[src/rtl/div_pkg.sv]
// Shared definitions for the EX-stage divide sequencer.
package div_pkg;

  localparam int DIV_STEPS = 32;
  localparam int DIV_CNT_W = 6;

  // ALU control codes used by the EX decoder for DIV / DIVU.
  localparam logic [4:0] DIV_CONTROL  = 5'b11010;
  localparam logic [4:0] DIVU_CONTROL = 5'b11011;

  // Quotient reported for a zero divisor.
  localparam logic [31:0] DIV_ZERO_QUO = 32'hFFFF_FFFF;

  typedef enum logic [1:0] {IDLE, BUSY, FIX, DONE} div_state_t;

  // Absolute value when the operand is treated as signed, raw value otherwise.
  function automatic logic [31:0] mag_of(input logic [31:0] v, input logic is_signed);
    return (is_signed && v[31]) ? (32'd0 - v) : v;
  endfunction

endpackage

[src/rtl/div_sched_if.sv]
// EX-side request and result signals of the divide sequencer.
interface div_sched_if;
  logic        ex_valid_i;
  logic [4:0]  ex_alucontrol_i;
  logic [31:0] ex_srca_i;
  logic [31:0] ex_srcb_i;
  logic        flush_i;
  logic        ex_stall_i;
  logic        div_stall_o;
  logic        div_ready_o;
  logic [31:0] div_hi_o;
  logic [31:0] div_lo_o;

  // Pipeline side: issues divides, consumes stall and results.
  modport master (
    output ex_valid_i, ex_alucontrol_i, ex_srca_i, ex_srcb_i, flush_i, ex_stall_i,
    input  div_stall_o, div_ready_o, div_hi_o, div_lo_o
  );

  // Sequencer side.
  modport slave (
    input  ex_valid_i, ex_alucontrol_i, ex_srca_i, ex_srcb_i, flush_i, ex_stall_i,
    output div_stall_o, div_ready_o, div_hi_o, div_lo_o
  );
endinterface

[src/rtl/div_iter_core.sv]
// Restoring-division datapath: one quotient bit per step on unsigned magnitudes.
module div_iter_core
  import div_pkg::*;
(
  input  logic        clk,
  input  logic        rst,
  input  logic        load,
  input  logic        step,
  input  logic [31:0] dividend,
  input  logic [31:0] divisor,
  output logic [31:0] rem,
  output logic [31:0] quo
);

  logic [63:0] acc_reg;
  logic [31:0] dvsr_reg;
  logic [32:0] rem_shift;
  logic [32:0] rem_diff;

  // The shifted partial remainder can reach 2*divisor-1, so compare in 33 bits;
  // bit 32 of the difference is the borrow (remainder smaller than divisor).
  assign rem_shift = acc_reg[63:31];
  assign rem_diff  = rem_shift - {1'b0, dvsr_reg};

  // Load the operands, then shift/compare/subtract once per step.
  always_ff @(posedge clk or negedge rst) begin
    if (!rst) begin
      acc_reg  <= '0;
      dvsr_reg <= '0;
    end else if (load) begin
      acc_reg  <= {32'd0, dividend};
      dvsr_reg <= divisor;
    end else if (step) begin
      if (!rem_diff[32])
        acc_reg <= {rem_diff[31:0], acc_reg[30:0], 1'b1};
      else
        acc_reg <= {rem_shift[31:0], acc_reg[30:0], 1'b0};
    end
  end

  assign rem = acc_reg[63:32];
  assign quo = acc_reg[31:0];

endmodule

[src/rtl/div_sched.sv]
// Multi-cycle DIV/DIVU sequencer for EX: stalls the pipe while iterating,
// holds HI/LO until EX advances, and aborts on flush.
module div_sched
  import div_pkg::*;
#(
  parameter bit         EARLY_ZERO = 1'b1,
  parameter logic [4:0] DIV_CODE   = DIV_CONTROL,
  parameter logic [4:0] DIVU_CODE  = DIVU_CONTROL
) (
  input logic        clk,
  input logic        rst,
  div_sched_if.slave bus
);

  div_state_t           state_reg;
  logic [DIV_CNT_W-1:0] cnt_reg;
  logic                 signed_reg;
  logic                 neg_quo_reg;
  logic                 neg_rem_reg;
  logic [31:0]          hi_reg;
  logic [31:0]          lo_reg;

  logic        req;
  logic        is_signed;
  logic        zero_div;
  logic [31:0] a_mag;
  logic [31:0] b_mag;
  logic [31:0] core_rem;
  logic [31:0] core_quo;
  logic        core_load;
  logic        core_step;

  assign is_signed = (bus.ex_alucontrol_i == DIV_CODE);
  assign req       = bus.ex_valid_i && !bus.flush_i &&
                     ((bus.ex_alucontrol_i == DIV_CODE) || (bus.ex_alucontrol_i == DIVU_CODE));
  assign zero_div  = EARLY_ZERO && (bus.ex_srcb_i == 32'd0);
  assign a_mag     = mag_of(bus.ex_srca_i, is_signed);
  assign b_mag     = mag_of(bus.ex_srcb_i, is_signed);

  assign core_load = (state_reg == IDLE) && req;
  assign core_step = (state_reg == BUSY) && !bus.flush_i;

  div_iter_core u_core (
    .clk      (clk),
    .rst      (rst),
    .load     (core_load),
    .step     (core_step),
    .dividend (a_mag),
    .divisor  (b_mag),
    .rem      (core_rem),
    .quo      (core_quo)
  );

  // Control FSM with step counter, operand-sign capture and result registers.
  always_ff @(posedge clk or negedge rst) begin
    if (!rst) begin
      state_reg   <= IDLE;
      cnt_reg     <= '0;
      signed_reg  <= 1'b0;
      neg_quo_reg <= 1'b0;
      neg_rem_reg <= 1'b0;
      hi_reg      <= '0;
      lo_reg      <= '0;
    end else if (bus.flush_i) begin
      state_reg <= IDLE;
      cnt_reg   <= '0;
    end else begin
      case (state_reg)
        IDLE: begin
          if (req) begin
            signed_reg  <= is_signed;
            neg_quo_reg <= bus.ex_srca_i[31] ^ bus.ex_srcb_i[31];
            neg_rem_reg <= bus.ex_srca_i[31];
            cnt_reg     <= '0;
            if (zero_div) begin
              lo_reg    <= DIV_ZERO_QUO;
              hi_reg    <= bus.ex_srca_i;
              state_reg <= DONE;
            end else begin
              state_reg <= BUSY;
            end
          end
        end
        BUSY: begin
          cnt_reg <= cnt_reg + 1'b1;
          if (cnt_reg == DIV_CNT_W'(DIV_STEPS - 1))
            state_reg <= FIX;
        end
        FIX: begin
          lo_reg    <= (signed_reg && neg_quo_reg) ? (32'd0 - core_quo) : core_quo;
          hi_reg    <= (signed_reg && neg_rem_reg) ? (32'd0 - core_rem) : core_rem;
          state_reg <= DONE;
        end
        DONE: begin
          if (!bus.ex_stall_i)
            state_reg <= IDLE;
        end
        default: state_reg <= IDLE;
      endcase
    end
  end

  // Stall covers the accept cycle and the whole iteration; DONE lets EX advance.
  assign bus.div_stall_o = ((state_reg == IDLE) && req) || (state_reg == BUSY) || (state_reg == FIX);
  assign bus.div_ready_o = (state_reg == DONE);
  assign bus.div_hi_o    = hi_reg;
  assign bus.div_lo_o    = lo_reg;

endmodule
[src/flat_wrapper.sv]
// flat-port wrapper written by rule: the top's interface ports become plain ports
module div_sched_flat import div_pkg::*;
#(
  parameter bit         EARLY_ZERO = 1'b1,
  parameter logic [4:0] DIV_CODE   = DIV_CONTROL,
  parameter logic [4:0] DIVU_CODE  = DIVU_CONTROL
)
  (clk, rst, bus_ex_valid_i, bus_ex_alucontrol_i, bus_ex_srca_i, bus_ex_srcb_i, bus_flush_i, bus_ex_stall_i, bus_div_stall_o, bus_div_ready_o, bus_div_hi_o, bus_div_lo_o);
  div_sched_if bus_i ();
  input logic clk;
  input logic rst;
  input wire logic [$bits(bus_i.ex_valid_i)-1:0] bus_ex_valid_i;
  input wire logic [$bits(bus_i.ex_alucontrol_i)-1:0] bus_ex_alucontrol_i;
  input wire logic [$bits(bus_i.ex_srca_i)-1:0] bus_ex_srca_i;
  input wire logic [$bits(bus_i.ex_srcb_i)-1:0] bus_ex_srcb_i;
  input wire logic [$bits(bus_i.flush_i)-1:0] bus_flush_i;
  input wire logic [$bits(bus_i.ex_stall_i)-1:0] bus_ex_stall_i;
  output wire logic [$bits(bus_i.div_stall_o)-1:0] bus_div_stall_o;
  output wire logic [$bits(bus_i.div_ready_o)-1:0] bus_div_ready_o;
  output wire logic [$bits(bus_i.div_hi_o)-1:0] bus_div_hi_o;
  output wire logic [$bits(bus_i.div_lo_o)-1:0] bus_div_lo_o;
  assign bus_i.ex_valid_i = bus_ex_valid_i;
  assign bus_i.ex_alucontrol_i = bus_ex_alucontrol_i;
  assign bus_i.ex_srca_i = bus_ex_srca_i;
  assign bus_i.ex_srcb_i = bus_ex_srcb_i;
  assign bus_i.flush_i = bus_flush_i;
  assign bus_i.ex_stall_i = bus_ex_stall_i;
  assign bus_div_stall_o = bus_i.div_stall_o;
  assign bus_div_ready_o = bus_i.div_ready_o;
  assign bus_div_hi_o = bus_i.div_hi_o;
  assign bus_div_lo_o = bus_i.div_lo_o;
  div_sched #(.EARLY_ZERO(EARLY_ZERO), .DIV_CODE(DIV_CODE), .DIVU_CODE(DIVU_CODE)) u_core (.clk(clk), .rst(rst), .bus(bus_i));
endmodule
[config.mk]
export PLATFORM = sky130hd
export DESIGN_NAME = div_sched_flat
export DESIGN_NICKNAME = d
export VERILOG_FILES = /design/src/rtl/div_pkg.sv /design/src/rtl/div_sched_if.sv /design/src/rtl/div_iter_core.sv /design/src/rtl/div_sched.sv /design/src/flat_wrapper.sv
export SDC_FILE = /design/constraint.sdc
export NUM_CORES = 1
export LEC_CHECK = 0
export ABC_CLOCK_PERIOD_IN_PS = 3450
export BUFFER_PORTS_ARGS = -buffer_cell sky130_fd_sc_hd__buf_2
export CAP_MARGIN = 20
export CORE_MARGIN = 3
export CORE_UTILIZATION = 45
export CTS_BUF_LIST = sky130_fd_sc_hd__clkbuf_8 sky130_fd_sc_hd__clkbuf_16
export DETAILED_ROUTE_END_ITERATION = 8
export GPL_TIMING_DRIVEN = 1
export PLACE_DENSITY = 0.64
export SETUP_SLACK_MARGIN = 0.3
export SKIP_CTS_REPAIR_TIMING = 1
export SYNTH_ARGS = -nofsm -noshare
export SYNTH_HDL_FRONTEND = slang
export SYNTH_SLANG_ARGS = --single-unit
[constraint.sdc]
create_clock -name clk -period 3.45 [get_ports clk]
set_clock_uncertainty 0.05 [all_clocks]
set_input_delay 0.345 -clock clk [delete_from_list [all_inputs] [get_ports clk]]
set_output_delay 0.345 -clock clk [all_outputs]
set_load 0.02 [all_outputs]
==> impl_metrics.prom, run 1 <==
# TYPE chip_impl_metric gauge
chip_impl_metric{name="fp.dieH",unit="um"} 169
chip_impl_metric{name="setup_viol",unit=""} 0
chip_impl_metric{name="worst_slew_pin_slew",unit="ns"} 0.675
chip_impl_metric{name="clkTransAtPathRegs",unit="ns"} 0.06
chip_impl_metric{name="syn-cell-area",unit="mm^2"} 0.0119
chip_impl_metric{name="clock_sink_count",unit=""} 171
chip_impl_metric{name="design.portCount",unit=""} 140
chip_impl_metric{name="final_period_minus_worst_setup_slack",unit="ns"} 3.14
chip_impl_metric{name="r2r_cells",unit=""} 12
chip_impl_metric{name="wl",unit="mm"} 31.7
chip_impl_metric{name="ant_nets",unit=""} 0
chip_impl_metric{name="dr_total_vias",unit=""} 10800
chip_impl_metric{name="num_rows",unit=""} 58
chip_impl_info{name="cts-root-buf",value="sky130_fd_sc_hd__clkbuf_16"} 1
chip_impl_info{name="timing.critical_path.slowest_stage_cell",value="sky130_fd_sc_hd__dfrtp_1"} 1
chip_impl_metric{name="synth_edf_count",unit=""} 0
chip_impl_metric{name="cp.arrival",unit="ns"} 3.45
chip_impl_metric{name="slew-limit-headroom",unit="%"} 54.9
chip_impl_metric{name="global_route_wire_length_before_repair",unit="mm"} 51.6
chip_impl_metric{name="drt_iter0_drc",unit=""} 687
chip_impl_info{name="cts_tree",value="done"} 1
chip_impl_metric{name="io_port_bufs",unit=""} 139
chip_impl_metric{name="area_growth",unit="%"} 15.9
chip_impl_metric{name="post_drt_wl_per_cell",unit="um"} 16.2
chip_impl_metric{name="gp_routability_congestion",unit=""} 0.869
chip_impl_metric{name="worstSetupPathDepth",unit=""} 12
chip_impl_metric{name="clockBufferDepth",unit=""} 2
chip_impl_metric{name="critical_path.max_stage_delay",unit="ns"} 0.41
chip_impl_info{name="r2r-start",value="u_core.u_core.dvsr_reg[0]"} 1
chip_impl_info{name="synth_area_leader_cell",value="sky130_fd_sc_hd__dfrtp_1"} 1
chip_impl_metric{name="antenna_cells_inserted",unit=""} 0
chip_impl_metric{name="reg2reg_setup_slack",unit="ns"} 0.31
chip_impl_metric{name="fin_crit_sh",unit="%"} 91.1
chip_impl_metric{name="powerDensity",unit="mW/mm^2"} 797
chip_impl_metric{name="global_route.overflow_total",unit=""} 0
chip_impl_metric{name="setup_total_negative_slack",unit="ns"} 0
chip_impl_info{name="synth_commonest_cells",value="sky130_fd_sc_hd__nand2_1 (222), sky130_fd_sc_hd__dfrtp_1 (171), sky130_fd_sc_hd__nor2_1 (152), sky130_fd_sc_hd__o21ai_0 (152), sky130_fd_sc_hd__a21oi_1 (96)"} 1
chip_impl_metric{name="final_core_util",unit="%"} 54.0
chip_impl_metric{name="vias_per_cell",unit=""} 5.52
chip_impl_info{name="criticalPathCategory",value="reg -> reg"} 1
chip_impl_info{name="synth-main-ff-cell",value="sky130_fd_sc_hd__dfrtp_1"} 1
chip_impl_info{name="unrepaired_setup_endpoints_after_global_routing",value="true"} 1
chip_impl_metric{name="post-route-cell-area",unit="mm^2"} 0.0138
chip_impl_metric{name="grt_max_degree",unit=""} 79
chip_impl_metric{name="synth_cell_types",unit=""} 68
chip_impl_info{name="cells_along_the_critical_path",value="ha_4, fa_2, nor2b_4, o31a_1, o211ai_1, nand2_1, and4bb_2, o31ai_4, xor2_4, buf_12, mux2_2, a21oi_1"} 1
chip_impl_metric{name="synth-seq-cells",unit=""} 171
chip_impl_metric{name="post_synth_top_area_share",unit="%"} 35.9
chip_impl_metric{name="syn_area_per_cell",unit="um^2"} 8.02
chip_impl_metric{name="fill_cells",unit=""} 2459
chip_impl_metric{name="drt-pass1-iter-count",unit=""} 5
chip_impl_info{name="ys_top_cells_by_area",value="sky130_fd_sc_hd__dfrtp_1 (36%), sky130_fd_sc_hd__nand2_1 (7.0%), sky130_fd_sc_hd__o21ai_0 (6.4%), sky130_fd_sc_hd__xnor2_1 (6.0%), sky130_fd_sc_hd__nor2_1 (4.8%)"} 1
chip_impl_metric{name="core_region_area",unit="mm^2"} 0.0256
chip_impl_metric{name="cts-htree-levels",unit=""} 4
chip_impl_metric{name="dp.final_hpwl",unit="mm"} 23.9
chip_impl_metric{name="placement.cell_area",unit="mm^2"} 0.0131
chip_impl_info{name="hp-class",value="in -> reg"} 1
chip_impl_metric{name="dieWidth",unit="um"} 169
chip_impl_info{name="critical_path.reg2reg.endpoint",value="u_core.u_core.acc_reg[47]"} 1
chip_impl_metric{name="async_flop_share",unit="%"} 100
chip_impl_metric{name="clock_latency",unit="ns"} 0.43
chip_impl_metric{name="maxCapViolCount",unit=""} 0
chip_impl_metric{name="antenna_found_initial",unit=""} 0
chip_impl_metric{name="max_ffs_per_register",unit=""} 64
chip_impl_metric{name="numCtsBuffers",unit=""} 17
chip_impl_metric{name="netlist_instances",unit=""} 1488
chip_impl_metric{name="max-vdd-ir-drop",unit="mV"} 0.444
chip_impl_info{name="cell_family_contributing_the_most_delay_on_the_critical_path",value="compound AO/OA/AOI/OAI gates"} 1
chip_impl_metric{name="design.die.area",unit="mm^2"} 0.0285
chip_impl_info{name="crit_path_end",value="u_core.u_core.acc_reg[47]"} 1
chip_impl_metric{name="report.final.hold_viol_count",unit=""} 0
chip_impl_metric{name="drc",unit=""} 0
chip_impl_metric{name="net_count_reported_at_finish",unit=""} 1730
chip_impl_info{name="synth_most_common_cell",value="sky130_fd_sc_hd__nand2_1"} 1
chip_impl_info{name="critPathCaptureType",value="flop"} 1
chip_impl_metric{name="critPathRequiredTime",unit="ns"} 3.75
chip_impl_metric{name="critical_path_buf_inv_count",unit=""} 1
chip_impl_metric{name="p_leak",unit="nW"} 6.05
chip_impl_info{name="timing.critical_path.from",value="u_core.u_core.dvsr_reg[0]"} 1
chip_impl_metric{name="initial_utilization",unit="%"} 46.6
chip_impl_metric{name="first_global_vias",unit=""} 10200
chip_impl_info{name="worst_setup_sp_type",value="flop"} 1
chip_impl_metric{name="critical_path.max_fanout",unit=""} 7
chip_impl_info{name="run_status",value="complete, no violations"} 1
chip_impl_metric{name="fin_worst_hold_slack",unit="ns"} 0.163
chip_impl_metric{name="final_layout_size_suffix_gt1_share",unit="%"} 15.5
chip_impl_metric{name="yosysSeqAreaShare",unit="%"} 35.9
chip_impl_metric{name="synthesis.nets",unit=""} 1605
chip_impl_metric{name="max_freq",unit="MHz"} 318
chip_impl_metric{name="yosys_warnings",unit=""} 0
chip_impl_metric{name="total_power_after_layout",unit="mW"} 11.0
chip_impl_metric{name="grt.total_usage",unit="%"} 22.0
chip_impl_metric{name="finalMaxSlewViolations",unit=""} 0
==> through the flow <==
step | std cells | setup WS [ns]
6_report | 1955 | 0.307
4_1_cts | 1949 | 0.00749
5_1_grt | 1955 | 0.160
3_3_place_gp | 1918 | 0.0703
3_5_place_dp | 1918 | 0.0389
2_1_floorplan | 1488 | 0.425
==> layout by cell type (no fill, tap or decap), drive strengths merged, types with 34 or more instances in the layout <==
master / n
nand3: 34
mux2i: 40
xor2: 66
ha: 42
nor2: 152
inv: 60
nand2: 222
a21oi: 97
xnor2: 82
o21ai: 164
a31oi: 72
dfrtp: 171
buf: 188
==> final cells by class <==
cell class                 instances  area (um^2)  share of cell area (%)
inverter                          57          214                    1.55
clock buffer                      18          439                    3.18
clock inverter                    13          120                   0.869
timing repair buffer             189         1190                    8.60
sequential                       171         4280                    30.9
tap                              330          413                    2.99
multi-input combinational       1177         7170                    51.9
==> cells by family after synthesis <==
family                   synth area share [%]
multiplexers                             3.45
XOR/XNOR                                 10.9
AND/OR/NAND/NOR                          20.0
AO/OA/AOI/OAI                            20.4
adder cells (fa/ha/maj)                  4.57
flip-flops                               35.9
buffers and inverters                    4.81
==> power by group <==
part	leakage [nW]	total, mW	switching, mW	internal [mW]
logic	3.63	6.01	3.26	2.75
registers	2.15	3.15	0.654	2.49
clock network	0.269	1.87	0.852	1.01
==> tightest hold or removal path, cell delays in order <==
cell                      delay [ns]
sky130_fd_sc_hd__buf_2          0.09
sky130_fd_sc_hd__xnor2_1        0.10
sky130_fd_sc_hd__o21ai_0        0.06
==> worst min-delay path by stage <==
stage	depth (start not counted)	slack, ns	end	start
5_1_grt	3	0.18	u_core.u_core.dvsr_reg[18]	bus_ex_srcb_i[18]
6_report	3	0.16	u_core.u_core.dvsr_reg[27]	bus_ex_srcb_i[27]
3_5_place_dp	1	0.28	u_core.bus.div_lo_o[8]	rst
3_3_place_gp	1	0.28	u_core.bus.div_lo_o[8]	rst
4_1_cts	1	-0.19	u_core.bus.div_lo_o[8]	rst
2_1_floorplan	0	-0.0006	u_core.bus.div_hi_o[0]	rst
==> per-layer routing <==
metal	share of wire (%)	GRT usage, %
met5	0	0
met4	1.6	6.40
met3	5.0	2.92
met2	46	35.1
met1	47	31.4
Note: power is estimated with default switching activity, not from simulation.
==> run 2, diff against run 1 <==
- ABC_AREA: not set -> 1
==> impl_metrics.prom, run 2 <==
# TYPE chip_impl_metric gauge
chip_impl_metric{name="fin_crit_sh",unit="%"} 85.0
chip_impl_metric{name="clock_sink_count",unit=""} 171
chip_impl_metric{name="critPathRequiredTime",unit="ns"} 3.74
chip_impl_info{name="synth_commonest_cells",value="sky130_fd_sc_hd__nand2_1 (684), sky130_fd_sc_hd__inv_1 (317), sky130_fd_sc_hd__nand3_1 (250)"} 1
chip_impl_metric{name="area_growth",unit="%"} 11.7
chip_impl_metric{name="design.die.area",unit="mm^2"} 0.0331
chip_impl_metric{name="net_count_reported_at_finish",unit=""} 2452
chip_impl_metric{name="initial_utilization",unit="%"} 46.3
chip_impl_metric{name="powerDensity",unit="mW/mm^2"} 652
chip_impl_info{name="cts_tree",value="done"} 1
chip_impl_metric{name="design.portCount",unit=""} 140
chip_impl_metric{name="final_period_minus_worst_setup_slack",unit="ns"} 2.93
chip_impl_metric{name="syn-cell-area",unit="mm^2"} 0.0139
chip_impl_metric{name="multiInputGateArea",unit="mm^2"} 0.00807
chip_impl_metric{name="cp.arrival",unit="ns"} 3.22
chip_impl_info{name="synth_area_leader_cell",value="sky130_fd_sc_hd__dfrtp_1"} 1
chip_impl_metric{name="yosysSeqAreaShare",unit="%"} 30.7
chip_impl_info{name="timing.critical_path.mode_cell",value="sky130_fd_sc_hd__nand2_1"} 1
chip_impl_metric{name="placement.cell_area",unit="mm^2"} 0.0150
chip_impl_metric{name="clock_latency",unit="ns"} 0.45
chip_impl_metric{name="io_port_bufs",unit=""} 139
chip_impl_info{name="worstHoldStart",value="bus_flush_i"} 1
chip_impl_metric{name="final_core_util",unit="%"} 51.7
chip_impl_metric{name="timing.hold.worst_path_depth",unit=""} 2
chip_impl_metric{name="setup_total_negative_slack",unit="ns"} 0
chip_impl_metric{name="maxCapViolCount",unit=""} 0
chip_impl_metric{name="finalMaxSlewViolations",unit=""} 0
chip_impl_metric{name="max_ffs_per_register",unit=""} 64
chip_impl_metric{name="global_route.overflow_total",unit=""} 0
chip_impl_metric{name="final_layout_size_suffix_gt1_share",unit="%"} 10.1
chip_impl_info{name="cts-root-buf",value="sky130_fd_sc_hd__clkbuf_16"} 1
chip_impl_info{name="run_status",value="complete, no violations"} 1
chip_impl_metric{name="post-place-cells",unit=""} 2705
chip_impl_metric{name="reg2reg_setup_slack",unit="ns"} 0.52
chip_impl_metric{name="reg_area",unit="mm^2"} 0.00428
chip_impl_metric{name="fill_cells",unit=""} 3149
chip_impl_metric{name="worst_slew_pin_slew",unit="ns"} 0.813
chip_impl_metric{name="synth_edf_count",unit=""} 0
chip_impl_metric{name="syn_area_per_cell",unit="um^2"} 6.26
chip_impl_metric{name="num_rows",unit=""} 63
chip_impl_metric{name="synth_cell_types",unit=""} 49
chip_impl_info{name="ys_top_cells_by_area",value="sky130_fd_sc_hd__dfrtp_1 (31%), sky130_fd_sc_hd__nand2_1 (18%), sky130_fd_sc_hd__nand3_1 (9.0%), sky130_fd_sc_hd__inv_1 (8.5%), sky130_fd_sc_hd__nor2_1 (6.2%)"} 1
chip_impl_metric{name="total_power_after_layout",unit="mW"} 10.1
chip_impl_metric{name="clkTransAtPathRegs",unit="ns"} 0.08
chip_impl_info{name="critPathCaptureType",value="flop"} 1
chip_impl_metric{name="core_region_area",unit="mm^2"} 0.0301
chip_impl_metric{name="drc",unit=""} 0
chip_impl_metric{name="fp.dieH",unit="um"} 182
chip_impl_metric{name="fin_worst_hold_slack",unit="ns"} 0.0919
chip_impl_metric{name="post-route-cell-area",unit="mm^2"} 0.0156
chip_impl_metric{name="drt-pass1-iter-count",unit=""} 6
chip_impl_metric{name="max-vdd-ir-drop",unit="mV"} 0.380
chip_impl_info{name="most-common-layout-cells",value="sky130_fd_sc_hd__nand2_1 (684), sky130_fd_sc_hd__inv_1 (317), sky130_fd_sc_hd__nand3_1 (250)"} 1
chip_impl_metric{name="max_freq",unit="MHz"} 341
chip_impl_metric{name="gp_routability_congestion",unit=""} 0.997
chip_impl_metric{name="antenna_found_initial",unit=""} 2
chip_impl_metric{name="post_synth_top_area_share",unit="%"} 30.7
chip_impl_info{name="holdPathEnd",value="u_core.state_reg[0]"} 1
chip_impl_info{name="hp-class",value="in -> reg"} 1
chip_impl_metric{name="yosys_warnings",unit=""} 0
chip_impl_info{name="unrepaired_setup_endpoints_after_global_routing",value="false"} 1
chip_impl_metric{name="report.final.hold_viol_count",unit=""} 0
chip_impl_info{name="r2r-start",value="u_core.u_core.acc_reg[58]"} 1
chip_impl_metric{name="p_leak",unit="nW"} 8.43
chip_impl_info{name="critical_path.reg2reg.endpoint",value="u_core.u_core.acc_reg[48]"} 1
chip_impl_metric{name="global_route_wire_length_before_repair",unit="mm"} 77.8
chip_impl_info{name="commonest_non_fill_non_tap_cell_in_the_layout",value="sky130_fd_sc_hd__nand2_1"} 1
chip_impl_metric{name="synth-seq-cells",unit=""} 171
chip_impl_info{name="criticalPathCategory",value="reg -> reg"} 1
chip_impl_metric{name="slew-limit-headroom",unit="%"} 45.8
chip_impl_metric{name="cts-htree-levels",unit=""} 4
chip_impl_metric{name="netlist_instances",unit=""} 2225
chip_impl_metric{name="synthesis.nets",unit=""} 2342
chip_impl_metric{name="drt_iter0_drc",unit=""} 1619
chip_impl_metric{name="postLayoutSetupSlackWorst",unit="ns"} 0.516
chip_impl_metric{name="dr_total_vias",unit=""} 15100
chip_impl_metric{name="dp.final_hpwl",unit="mm"} 40.1
chip_impl_metric{name="placement.setup.worst_slack",unit="ns"} 0.603
chip_impl_metric{name="vias_per_cell",unit=""} 5.51
chip_impl_metric{name="first_global_vias",unit=""} 13700
chip_impl_metric{name="numCtsBuffers",unit=""} 17
chip_impl_metric{name="r2r_cells",unit=""} 13
chip_impl_info{name="synth-main-ff-cell",value="sky130_fd_sc_hd__dfrtp_1"} 1
chip_impl_metric{name="wl",unit="mm"} 50.2
chip_impl_info{name="cells_along_the_critical_path",value="ha_1, nand2_1, inv_1, nand2_1, nand2_1, nand2_1, nand2_1, a21oi_4, nand3_4, nand2_4, nand2_1, nand3_1, nand2_1"} 1
chip_impl_info{name="timing.critical_path.slowest_stage_cell",value="sky130_fd_sc_hd__dfrtp_1"} 1
chip_impl_metric{name="setup_viol",unit=""} 0
chip_impl_metric{name="grt.total_usage",unit="%"} 30.0
chip_impl_metric{name="grt_max_degree",unit=""} 78
chip_impl_metric{name="critical_path.max_fanout",unit=""} 30
chip_impl_metric{name="post_drt_wl_per_cell",unit="um"} 18.3
chip_impl_metric{name="layout.cells.non_filler",unit=""} 2737
chip_impl_metric{name="ant_nets",unit=""} 0
chip_impl_metric{name="dieWidth",unit="um"} 182
chip_impl_metric{name="clockBufferDepth",unit=""} 2
chip_impl_metric{name="critical_path.max_stage_delay",unit="ns"} 0.56
chip_impl_info{name="worst_setup_sp_type",value="flop"} 1
chip_impl_metric{name="async_flop_share",unit="%"} 100
chip_impl_info{name="synth_most_common_cell",value="sky130_fd_sc_hd__nand2_1"} 1
==> run 2: cell count changes in the layout (fill, tap and decap cells not counted), sizes merged, moves of 27 or more <==
cell,delta
a21oi,-29
a31oi,-37
buf,-27
inv,+269
mux2i,-40
nand2,+486
nand3,+217
nor2,+82
o21ai,-60
xnor2,-63
xor2,-33
==> run 2: per-layer routing <==
metal,wire [um],GRT usage [%],up-vias
met5,7,0,-
met4,1040,8.01,2
met3,4850,6.29,49
met2,19800,40.6,672
met1,24500,47.5,6988
li1,-,-,7363
==> run 2: layout make-up <==
cell class              count  share of cell area [%]
inverters                 328                    7.90
flip-flops and latches    171                    27.5
clock buffers              19                    2.91
repair buffers            162                    5.87
multi-input cells        1655                    51.8
clock inverters            11                   0.868
diodes                      1                  0.0161
well taps                 390                    3.13
==> run 2: how the worst max path moves through the flow <==
stage                                          from                         to  slack, ns  depth (start not counted)
final                     u_core.u_core.acc_reg[58]  u_core.u_core.acc_reg[48]       0.52                         13
after global routing      u_core.u_core.acc_reg[31]  u_core.u_core.acc_reg[39]       0.34                         17
after CTS                 u_core.u_core.acc_reg[58]  u_core.u_core.acc_reg[33]       0.60                         13
after detailed placement  u_core.u_core.acc_reg[58]  u_core.u_core.acc_reg[33]       0.60                         13
after global placement    u_core.u_core.acc_reg[58]  u_core.u_core.acc_reg[37]       0.66                         13
after floorplan           u_core.u_core.acc_reg[31]  u_core.u_core.acc_reg[54]       1.18                         19
==> run 2: cell families (layout without fill, tap and decap cells) <==
group	Yosys count	in the layout	synth area share, %
DFF	171	171	30.7
adders and majority gates	43	43	3.91
buffers and inverters	399	520	11.5
AOI/OAI and AO/OA	275	275	11.5
xor gates and xnor gates	52	52	3.27
and+or+nand+nor	1285	1285	39.1
other	0	1	0
==> run 2: power breakdown <==
group,total [mW],internal (mW),switching [mW]
clock network,2.01,1.11,0.903
registers,3.15,2.68,0.472
logic,4.98,1.56,3.42
==> run 2: critical path: cells and delay by family (launching register included) <==
family / cells / cell delay (ns)
DFF: 1 / 0.56
adders and majority gates: 1 / 0.37
AOI/OAI and AO/OA: 1 / 0.22
buffers and inverters: 1 / 0.05
and+or+nand+nor: 10 / 1.55
